$ cat config.mk
export PLATFORM = sky130hd
export DESIGN_NAME = pipe_stage_reg
export DESIGN_NICKNAME = d
export VERILOG_FILES = /design/src/rtl/pipe_stage_reg.sv
export SDC_FILE = /design/constraint.sdc
export NUM_CORES = 1
export LEC_CHECK = 0
export BUFFER_PORTS_ARGS = -buffer_cell sky130_fd_sc_hd__buf_2
export CAP_MARGIN = 20
export CELL_PAD_IN_SITES_DETAIL_PLACEMENT = 0
export CELL_PAD_IN_SITES_GLOBAL_PLACEMENT = 1
export CORE_MARGIN = 2
export CORE_UTILIZATION = 42
export DETAILED_ROUTE_END_ITERATION = 7
export PLACE_DENSITY_LB_ADDON = 0.3
export SYNTH_ARGS = -nofsm -noshare
export SYNTH_HDL_FRONTEND = slang
export SYNTH_SLANG_ARGS = --single-unit
$ cat constraint.sdc
create_clock -name clock_i -period 4.6 [get_ports clock_i]
set_clock_uncertainty 0.15 [all_clocks]
set_input_delay 0.92 -clock clock_i [delete_from_list [all_inputs] [get_ports clock_i]]
set_output_delay 0.92 -clock clock_i [all_outputs]
set_load 0.02 [all_outputs]
$ cat src/rtl/pipe_stage_reg.sv
// Generic pipeline stage register: PC, payload, control and halt flag with a
// valid/ready handshake, optional skid entry, flush-to-bubble and debug counters.
module pipe_stage_reg #(
  parameter int NB_PC   = 32,
  parameter int NB_DATA = 128,
  parameter int NB_CTRL = 16,
  parameter int SKID    = 1,
  parameter int NB_CNT  = 16
) (
  input  logic               clock_i,
  input  logic               reset_i,
  input  logic               enable_pipe_i,
  input  logic               flush_i,
  input  logic               valid_i,
  output logic               ready_o,
  input  logic [NB_PC-1:0]   pc_i,
  input  logic [NB_DATA-1:0] data_i,
  input  logic [NB_CTRL-1:0] ctrl_i,
  input  logic               halt_detected_i,
  output logic               valid_o,
  input  logic               ready_i,
  output logic [NB_PC-1:0]   pc_o,
  output logic [NB_DATA-1:0] data_o,
  output logic [NB_CTRL-1:0] ctrl_o,
  output logic               halt_detected_o,
  output logic [NB_CNT-1:0]  stall_count_o,
  output logic [NB_CNT-1:0]  bubble_count_o
);

  typedef struct packed {
    logic [NB_PC-1:0]   pc;
    logic [NB_DATA-1:0] data;
    logic [NB_CTRL-1:0] ctrl;
    logic               halt;
  } entry_t;

  entry_t            in_entry;
  entry_t            main_q, main_d, skid_q, skid_d;
  logic              main_valid_q, main_valid_d;
  logic              skid_valid_q, skid_valid_d;
  logic [NB_CNT-1:0] stall_q, stall_d, bubble_q, bubble_d;
  logic              in_xfer, out_xfer;

  assign in_entry = {pc_i, data_i, ctrl_i, halt_detected_i};

  // With a skid entry ready_o comes straight from a register; without it the
  // stage can accept whenever its single entry leaves in the same cycle.
  generate
    if (SKID != 0) begin : g_ready_skid
      assign ready_o = ~skid_valid_q;
    end else begin : g_ready_single
      assign ready_o = ~main_valid_q | ready_i;
    end
  endgenerate

  assign in_xfer  = valid_i & ready_o & enable_pipe_i;
  assign out_xfer = main_valid_q & ready_i & enable_pipe_i;

  always_comb begin
    main_d       = main_q;
    main_valid_d = main_valid_q;
    skid_d       = skid_q;
    skid_valid_d = skid_valid_q;
    stall_d      = stall_q;
    bubble_d     = bubble_q;

    // Counters look at the pre-edge state and stick at all-ones.
    if (enable_pipe_i) begin
      if (main_valid_q && !ready_i && stall_q != '1)
        stall_d = stall_q + NB_CNT'(1);
      if (!main_valid_q && bubble_q != '1)
        bubble_d = bubble_q + NB_CNT'(1);
    end

    if (enable_pipe_i) begin
      if (flush_i) begin
        main_valid_d = 1'b0;
        skid_valid_d = 1'b0;
        main_d.ctrl  = '0;
        main_d.halt  = 1'b0;
      end else if (SKID != 0) begin
        if (out_xfer) begin
          if (skid_valid_q) begin
            main_d       = skid_q;
            skid_valid_d = in_xfer;
            if (in_xfer) skid_d = in_entry;
          end else if (in_xfer) begin
            main_d = in_entry;
          end else begin
            main_valid_d = 1'b0;
          end
        end else if (!main_valid_q) begin
          if (in_xfer) begin
            main_d       = in_entry;
            main_valid_d = 1'b1;
          end
        end else if (in_xfer) begin
          skid_d       = in_entry;
          skid_valid_d = 1'b1;
        end
      end else begin
        if (in_xfer) begin
          main_d       = in_entry;
          main_valid_d = 1'b1;
        end else if (out_xfer) begin
          main_valid_d = 1'b0;
        end
      end
    end
  end

  always_ff @(negedge clock_i) begin
    if (reset_i) begin
      main_q       <= '0;
      main_valid_q <= 1'b0;
      skid_q       <= '0;
      skid_valid_q <= 1'b0;
      stall_q      <= '0;
      bubble_q     <= '0;
    end else begin
      main_q       <= main_d;
      main_valid_q <= main_valid_d;
      skid_q       <= skid_d;
      skid_valid_q <= skid_valid_d;
      stall_q      <= stall_d;
      bubble_q     <= bubble_d;
    end
  end

  // Bubbles never expose stale control or halt to the next stage.
  assign valid_o         = main_valid_q;
  assign pc_o            = main_q.pc;
  assign data_o          = main_q.data;
  assign ctrl_o          = main_valid_q ? main_q.ctrl : '0;
  assign halt_detected_o = main_valid_q & main_q.halt;
  assign stall_count_o   = stall_q;
  assign bubble_count_o  = bubble_q;

endmodule

==> results.yml <==
grt:
  grt_start_max_net_pins: 71
  track_usage: 0.2315
  grt_pass1_wl_um: 78910
  antenna_found_initial: 12
  grt_overflow: 0
  grt_pass1_vias: 16640
yosys:
  synth_area_leader_cell: "dfxtp_1"
  yosysTopAreaCellShare: 0.4614
  synth_area_um2: 16830
  syn-num-nets: 2335
  synthTopCellsByCount: "703 x nand2_1, 388 x dfxtp_1, 214 x a21oi_1"
  synth_edf_count: 0
  yosysMostFrequentCell: "nand2_1"
  synth_cell_types: 50
  async_flop_share: 0
  syn_avg_cell_area_um2: 7.830
  synth_top_cells_by_area: "dfxtp_1 46%, nand2_1 16%, a311oi_1 8.3%"
  syn-instance-count: 2150
  ys_seq_area_frac: 0.4614
  ys_dominant_reg_cell: "dfxtp_1"
  yosysWarningCount: 0
  ys_ff_latch: 388
routing:
  wire_per_inst_um: 14.96
  drt_first_pass_iters: 6
  routed_wirelength_um: 49770
  num_vias: 16750
  via_per_inst: 5.035
  drc_errors: 0
  dr.first_iter.drc_count: 953
  ant_nets: 0
clock_network:
  cts_max_path_buffers: 3
  cts_tree: "built"
  root_buffer: "clkbuf_16"
  cts.sinks: 388
  cts.reportedPaths.clkPinSlew_ns: 0.04
  worst_skew_pair.late_latency_ns: 0.62
  cts_buffers: 44
  htreeDepth: 2
sta:
  maxSlewViolCount: 0
  finalWorstSetupSlack_ns: -0.2019
  finalSetupTns_ns: -3.259
  report.final.hold_viol_count: 0
  rsz0062_at_grt: "true"
  worst_pin_slew_ns: 0.9144
  finalSetupViolations: 18
  slew_headroom: 0.3857
status:
  outcome: "finished, violations left"
  violations: "negative setup slack"
place:
  io_buffers: 393
  dp_hpwl_um: 32030
  dp_cells: 2852
  placement.cell_area_um2: 18990
  place.gp.congestion: 0.8147
power_and_ir_drop:
  p_seq_frac: 0.405
  switching_power_w: 0.002702
  p_leak_nw: 10.31
  ir_worst_vdd_mv: 0.2798
  switching_share: 0.3102
  p_clk_frac: 0.519
  fin_total_pwr_w: 0.008712
  p_per_area_nw_per_um2: 394.8
  internal-power_w: 0.006010
  power_frac_comb: 0.076
final_layout:
  fill_cells: 3848
  drive_gt1_frac: 0.2343
  fin_nets: 2953
  stdcell_area_um2: 22060
  area_growth_pct: 31.07
  instances_no_fill: 3327
min_path:
  worstHoldPathType: "reg -> reg"
setup_path:
  worst-path-buf-inv: 2
  crit_chain: "buf_12 -> and2_4 -> buf_6"
  cpPeakStageDelay_ns: 0.41
  path_delay_family: "flip-flops"
  path_class: "reg -> out"
  cp.required_ns: 3.53
  crit_arrival_ns: 3.73
  cp_max_fo: 7
  cp-start-kind: "register"
  endpoint_kind: "output port"
  crit_slowest_cell: "dfxtp_4"
floorplanning:
  die_x_um: 204.2
  die_area_um2: 41700
  core_um2: 39640
  die_y_um: 204.2
  placementRows: 73
  start_util: 0.4247
  io_pins: 394
flow_run:
  max_cap_violations: 0
routing by layer:
| metal | GRT usage | share of wire |
|---|---|---|
| met1 | 0.2669 | 0.42 |
| met2 | 0.3668 | 0.48 |
| met3 | 0.09949 | 0.078 |
| met4 | 0.1149 | 0.021 |
| met5 | 0 | 0.0018 |
logic make-up (layout without fill, tap and decap cells):
kind of cell             after synthesis  count (layout)  synth area share
AND/OR/NAND/NOR                      972             972            0.2341
AO/OA/AOI/OAI                        426             426            0.1669
flip-flops                           388             388            0.4614
buffers and inverters                336             982            0.1189
multiplexers                          26              26           0.01724
adder cells (fa/ha/maj)                2               2          0.001486
other                                  0               6                 0
cells in the final DEF (no fill, tap or decap), types with 7 or more instances in the layout:
cell          n
or3_1         8
buf_2       363
nor3_1        8
clkbuf_16    45
nor2b_1       7
mux2_2       24
a311oi_1    159
a21oi_1     214
and2_4       17
nand2_1     703
or4_1         9
nand4_1      10
nor2_1      174
clkinvlp_2   14
dfxtp_1     365
o21ai_0      27
buf_6        18
dfxtp_2      20
nand3_1       9
o31ai_1       8
buf_4        78
buf_12       48
inv_1       407
worst min-delay path, cell delays in order (launching register included):
cell and delay, ns:
dfxtp_1 0.30, nand2_1 0.05, a21oi_1 0.05
registers in the layout (all words and copies together), names as in the netlist:
register,flops
main_q,17
skid_q,177
skid_valid_q,1
stall_count_o,16
bubble_count_o,16
valid_o,1
pc_o,32
data_o,128
power by group through the flow:
stage	registers (W)	logic [W]	clock network, W
floorplan	0.00356	0.000449	0.000510
global placement	0.00357	0.000641	0.000510
detailed placement	0.00357	0.000648	0.000510
CTS	0.00353	0.000663	0.00470
global route	0.00353	0.000721	0.00508
finish	0.00353	0.000661	0.00452
repair_timing:
item	4_1_cts	5_1_grt
setup endpoints to repair	38	28
cloned	2	0
setup buffers	2	3
pin swaps	15	0
hold buffers	0	0
gates resized for setup	84	10
per-stage QoR:
step           setup slack [ns]  hold slack, ns  utilization
3_3_place_gp            -0.2657          0.2882       0.4790
6_report                -0.2019          0.2980       0.5566
2_1_floorplan         -0.001380          0.2829            -
4_1_cts                 -0.2381          0.2988       0.5550
5_1_grt                 -0.2400          0.3150       0.5565
3_5_place_dp            -0.3326          0.2941       0.4790
area by class of cell:
cell class | instances | area [µm²] | share of cell area
Tap cell | 525 | 656.9 | 0.02977
Inverter | 8 | 30.03 | 0.001361
Antenna cell | 6 | 15.01 | 0.0006805
Sequential cell | 388 | 7804 | 0.3537
Clock buffer | 45 | 1126 | 0.05103
Clock inverter | 417 | 1614 | 0.07315
Multi-Input combinational cell | 1426 | 7161 | 0.3245
Timing Repair Buffer | 512 | 3659 | 0.1658
worst paths after layout:
kind,from,to,slack (ns),depth (start not counted)
worst min-delay path,skid_q[70],skid_q[70],0.30,2
worst min register to register,skid_q[70],skid_q[70],0.30,2
worst max-delay path,valid_o,ctrl_o[8],-0.20,3
worst max register to register,valid_o,skid_q[129],2.22,9
No activity file was read; power rests on OpenSTA's default activity.
